--- config.mk ---
export PLATFORM = sky130hd
export DESIGN_NAME = seven_seg_scanner
export DESIGN_NICKNAME = d
export VERILOG_FILES = /design/src/rtl/seven_seg_scanner_pkg.sv /design/src/rtl/seven_seg_scanner_timebase.sv /design/src/rtl/seven_seg_scanner.sv
export SDC_FILE = /design/constraint.sdc
export NUM_CORES = 1
export LEC_CHECK = 0
export CORE_ASPECT_RATIO = 0.75
export CORE_MARGIN = 2
export CORE_UTILIZATION = 49
export DETAILED_ROUTE_END_ITERATION = 6
export PLACE_DENSITY = 0.82
export SYNTH_ARGS = -nofsm -noshare
export SYNTH_HDL_FRONTEND = slang
export SYNTH_HIERARCHICAL = 1
export SYNTH_SLANG_ARGS = --single-unit
--- constraint.sdc ---
create_clock -name clk -period 3.13 [get_ports clk]
set_input_delay 0.626 -clock clk [delete_from_list [all_inputs] [get_ports clk]]
set_output_delay 0.626 -clock clk [all_outputs]
set_load 0.05 [all_outputs]
--- src/rtl/seven_seg_scanner_pkg.sv ---
// Shared seven-segment constants (active-low gfedcba) and a digit-select helper.
// The score counter draws on the same pattern set.
package seven_seg_scanner_pkg;

   localparam logic [6:0] ZERO  = 7'b1000000;
   localparam logic [6:0] ONE   = 7'b1111001;
   localparam logic [6:0] TWO   = 7'b0100100;
   localparam logic [6:0] THREE = 7'b0110000;
   localparam logic [6:0] FOUR  = 7'b0011001;
   localparam logic [6:0] FIVE  = 7'b0010010;
   localparam logic [6:0] SIX   = 7'b0000010;
   localparam logic [6:0] SEVEN = 7'b1111000;
   localparam logic [6:0] EIGHT = 7'b0000000;
   localparam logic [6:0] NINE  = 7'b0010000;
   localparam logic [6:0] BLANK = 7'b1111111;

   localparam logic [3:0] AN_OFF = 4'b1111;

   function automatic logic [6:0] digit_of(input logic [27:0] word, input logic [1:0] sel);
      case (sel)
         2'd0:    return word[6:0];
         2'd1:    return word[13:7];
         2'd2:    return word[20:14];
         default: return word[27:21];
      endcase
   endfunction

endpackage

--- src/rtl/seven_seg_scanner_timebase.sv ---
// Digit dwell counter and digit index for a four-position scan, plus a
// frame-end strobe on the last tick of the last digit.
module scan_timebase #(
   parameter int DIGIT_PERIOD = 100000
) (
   input  logic                                                clk,
   input  logic                                                rst,
   output logic [((DIGIT_PERIOD > 1) ? $clog2(DIGIT_PERIOD) : 1)-1:0] tick,
   output logic [1:0]                                          idx,
   output logic                                                frame_end
);

   localparam int TICK_W = (DIGIT_PERIOD > 1) ? $clog2(DIGIT_PERIOD) : 1;
   localparam logic [TICK_W-1:0] TICK_LAST = TICK_W'(DIGIT_PERIOD - 1);

   always_ff @(posedge clk) begin
      if (!rst) begin
         tick <= '0;
         idx  <= 2'd0;
      end else if (tick == TICK_LAST) begin
         tick <= '0;
         idx  <= idx + 2'd1;
      end else begin
         tick <= tick + TICK_W'(1);
      end
   end

   assign frame_end = (idx == 2'd3) && (tick == TICK_LAST);

endmodule

--- src/rtl/seven_seg_scanner.sv ---
// Four-digit seven-segment scanner with per-frame snapshots, an all-anodes-off
// guard at the start of each dwell, leading-zero blanking and whole-display blink.
module seven_seg_scanner
   import seven_seg_scanner_pkg::*;
#(
   parameter int DIGIT_PERIOD = 100000,
   parameter int BLANK_CYCLES = 2,
   parameter int BLINK_FRAMES = 125
) (
   input  logic        clk,
   input  logic        rst,
   input  logic [27:0] display_all,
   input  logic [3:0]  dp_in,
   input  logic        lz_blank,
   input  logic        blink_en,
   output logic [3:0]  an,
   output logic [6:0]  seg,
   output logic        dp,
   output logic        frame_done
);

   localparam int TICK_W = (DIGIT_PERIOD > 1) ? $clog2(DIGIT_PERIOD) : 1;
   localparam int FR_W   = (BLINK_FRAMES > 1) ? $clog2(BLINK_FRAMES) : 1;
   localparam logic [FR_W-1:0] FR_LAST = FR_W'(BLINK_FRAMES - 1);

   logic [TICK_W-1:0] tick;
   logic [1:0]        idx;
   logic              frame_end;

   scan_timebase #(.DIGIT_PERIOD(DIGIT_PERIOD)) u_timebase (
      .clk       (clk),
      .rst       (rst),
      .tick      (tick),
      .idx       (idx),
      .frame_end (frame_end)
   );

   logic [27:0]     snap;
   logic [3:0]      snap_dp;
   logic [3:0]      mask;
   logic            loaded;
   logic [FR_W-1:0] frame_cnt;
   logic            phase;
   logic [3:0]      next_mask;
   logic            dark;

   // Blanking chains downward from digit3; the rightmost digit always shows.
   always_comb begin
      next_mask    = 4'b0000;
      next_mask[3] = lz_blank && (display_all[27:21] == ZERO);
      next_mask[2] = next_mask[3] && (display_all[20:14] == ZERO);
      next_mask[1] = next_mask[2] && (display_all[13:7] == ZERO);
   end

   // No anode is driven until the first real snapshot has been captured.
   always_comb begin
      dark = (32'(tick) < 32'(BLANK_CYCLES)) || (blink_en && !phase) || mask[idx] || !loaded;
   end

   always_ff @(posedge clk) begin
      if (!rst) begin
         snap       <= {4{BLANK}};
         snap_dp    <= 4'b0000;
         mask       <= 4'b0000;
         loaded     <= 1'b0;
         frame_cnt  <= '0;
         phase      <= 1'b1;
         an         <= AN_OFF;
         seg        <= BLANK;
         dp         <= 1'b1;
         frame_done <= 1'b0;
      end else begin
         frame_done <= frame_end;
         if (frame_end) begin
            snap    <= display_all;
            snap_dp <= dp_in;
            mask    <= next_mask;
            loaded  <= 1'b1;
         end
         if (!blink_en) begin
            frame_cnt <= '0;
            phase     <= 1'b1;
         end else if (frame_end) begin
            if (frame_cnt == FR_LAST) begin
               frame_cnt <= '0;
               phase     <= ~phase;
            end else begin
               frame_cnt <= frame_cnt + FR_W'(1);
            end
         end
         if (dark) begin
            an  <= AN_OFF;
            seg <= BLANK;
            dp  <= 1'b1;
         end else begin
            an  <= ~(4'b0001 << idx);
            seg <= digit_of(snap, idx);
            dp  <= ~snap_dp[idx];
         end
      end
   end

endmodule
==> results.json <==
{
  "outcome": "completed",
  "finalCriticalPeriod_ns": 2.50,
  "clock-sinks": 76,
  "cp_max_fo": 17,
  "synth_top_area_share_pct": 46.8,
  "dp_hpwl_um": 4820,
  "fillers": 520,
  "avgRoutedWirePerCell_um": 14.8,
  "port_buffers": 48,
  "start_util_pct": 51.2,
  "syn_inst": 319,
  "ys_async_sr_fraction_pct": 0,
  "vias_per_cell": 5.40,
  "cts_setup_buffers": 0,
  "post-route-util_pct": 62.7,
  "hold_violations": 0,
  "ys.warnings.count": 6,
  "synth-main-ff-cell": "dfxtp_1",
  "grt_pass1_wl_um": 11200,
  "layout-drive-gt1-share_pct": 10.2,
  "syn-mean-instance-area_um2": 10.2,
  "rows": 25,
  "setup-tns-final_ns": 0,
  "timing.fmax_ghz": 0.400,
  "critical-path-max-stage-delay_ns": 0.43,
  "post-route-period-util_pct": 79.8,
  "path_cells": "ha_1, and4_2, and4_4, and2_2, nand4_1, o21bai_1, nor2_1",
  "drt-initial-drc-count": 110,
  "power_leakage_nw": 1.36,
  "p_comb_share_pct": 4.8,
  "syn_nets": 359,
  "synth.area.mux_share_pct": 16.6,
  "yosys.area_share.simple_pct": 22.3,
  "synth_xor_area_share_pct": 4.85,
  "synth_fa_ha_area_share_pct": 1.54,
  "ir_worst_vdd_v": 0.000229,
  "synth_top_family_by_area": "simple AND/OR/NAND/NOR gates",
  "synth-compound-area-share_pct": 3.54,
  "clkLatencyLatePin_ns": 0.34,
  "crit_arrival_ns": 2.72,
  "relSlewSlack_pct": 47.7,
  "die_y_um": 74.5,
  "cts_hold_buf": 0,
  "mostFrequentLayoutCells": "dfxtp_1, clkdlybuf4s50_1, nand2_1, mux2i_1, nor2_1",
  "cpMaxStageDelayCell": "and2_2",
  "wirelength_um": 6720,
  "synth_area_um2": 3250,
  "hold_class": "reg2reg",
  "dieArea_um2": 7310,
  "grt_remaining_overflow": 0,
  "drtAntennaViolNets": 0,
  "antenna_found_initial": 0,
  "internal_power_w": 0.00143,
  "core_area_um2": 6350,
  "syn2layout_area_growth_pct": 22.5,
  "hold_slack_ns": 0.460,
  "finalNetCount": 407,
  "ys_types": 44,
  "clockBufferDepth": 2,
  "critical_path_class": "reg2reg",
  "cts-root-buf": "clkbuf_8",
  "synth_edf_count": 0,
  "sw_frac_of_total_pct": 21.3,
  "grt_pass1_vias": 2327,
  "cts.clk_slew.worst_paths_ns": 0.08,
  "gp_congestion": 0.847,
  "clock_skew_ns": 0.00750,
  "cts_tree": "yes",
  "p_per_area_nw_per_um2": 456,
  "diodes": 0,
  "synth_seq_area_share_pct": 46.8,
  "track_usage_pct": 19.9,
  "drc": 0,
  "worstPathRequired_ns": 3.35,
  "die_x_um": 98.0,
  "p_seq_share_pct": 53.7,
  "tightest_slew_ns": 0.784,
  "p_sw_w": 0.000387,
  "power_frac_clock_pct": 41.4,
  "layout_commonest_cell": "dfxtp_1",
  "grt_start_max_net_pins": 44,
  "numCtsBuffers": 9,
  "synth-seq-cells": 76,
  "critPathCaptureType": "register",
  "cap_violations": 0,
  "critPathLaunchType": "register",
  "finalSetupViolCount": 0,
  "post_cts_resized": 0,
  "rsz0062_at_grt": "no",
  "vias": 2444,
  "drt_pass1_iterations": 4,
  "drv_slew": 0,
  "yosys.area.top_type": "dfxtp_1",
  "h-tree-depth": 3,
  "ios": 49,
  "ys_top_cells_by_area": "dfxtp_1, mux2i_1, mux4_2, nand2_1, nand4_1"
}
[Yosys cell counts (2+ instances only)]
cell type,n
and2_1,3
nor4bb_1,3
nand4b_1,2
a21oi_1,3
clkbuf_1,6
nor2b_1,6
inv_1,11
nand3_1,13
xor2_1,9
nand3_2,2
a21boi_0,2
mux2i_1,34
or3_1,3
mux4_2,7
nand2b_1,3
buf_4,3
nor4b_1,3
and3_1,2
o21ai_0,4
nand2_1,39
xnor2_1,9
nor3_1,2
nand4_1,16
dfxtp_1,76
ha_1,4
nor2_1,21
nor4_1,11
buf_2,6
[final timing paths]
path	start	to	slack (ns)	depth (start not counted)
setup / recovery	u_timebase/tick[1]	frame_cnt[3]	0.63	7
hold / removal	loaded	loaded	0.46	1
setup reg to reg	u_timebase/tick[1]	frame_cnt[3]	0.63	7
hold reg to reg	loaded	loaded	0.46	1
[critical path: cells and delay by family, from the launching register on]
kind	cells	cell delay, ns
AO/OA/AOI/OAI	1	0.42
flip-flops	1	0.41
adder cells (fa/ha/maj)	1	0.26
AND/OR/NAND/NOR	5	1.29
[stage by stage]
stage / std cells / instance area, um^2 / total power [W] / setup slack (ns)
2_1_floorplan: 319 / 3250 / 0.00103 / 1.06
3_3_place_gp: 437 / 3780 / 0.00108 / 0.767
3_5_place_dp: 437 / 3780 / 0.00109 / 0.678
4_1_cts: 453 / 3980 / 0.00183 / 0.664
5_1_grt: 453 / 3980 / 0.00188 / 0.448
6_report: 453 / 3980 / 0.00181 / 0.631
[flip-flops by register name, indices dropped and copies added (netlist names)]
signal / count
an: 4
dp: 1
frame_cnt: 7
frame_done: 1
loaded: 1
mask: 3
phase: 1
seg: 7
snap: 28
snap_dp: 4
u_timebase/idx: 2
u_timebase/tick: 17
[kinds of logic after synthesis]
logic type,after synthesis
and+or+nand+nor,135
DFF,76
muxes,43
buffers and inverters,28
xor gates and xnor gates,18
AOI/OAI and AO/OA,15
adders and majority gates,4
[per-layer routing]
layer / vias to the layer above / share of wire (%) / track usage, % / wire length, um
li1: 1228 / - / - / -
met1: 1137 / 47 / 25.5 / 3160
met2: 72 / 46 / 32.1 / 3060
met3: 7 / 6.2 / 6.48 / 414
met4: 0 / 1.2 / 6.79 / 82
met5: - / 0 / 0 / 0
[final cells by class]
cell class              instances  area (um^2)  share of cell area, %
flip-flops and latches         76         1520                   38.2
clock inverters                 4         47.5                   1.19
multi-input cells             215         1590                   39.9
repair buffers                 54          526                   13.2
inverters                      11         41.3                   1.04
clock buffers                  12          155                   3.90
well taps                      81          101                   2.55
[power by group through the flow]
stage	Clock (W)	Sequential, W	Combinational (W)
floorplan	0	0.000995	0.0000316
global placement	0	0.000997	0.0000874
detailed placement	0	0.000998	0.0000876
CTS	0.000767	0.000975	0.0000880
global route	0.000810	0.000976	0.0000943
finish	0.000752	0.000975	0.0000879
No activity file was read; power rests on OpenSTA's default activity.
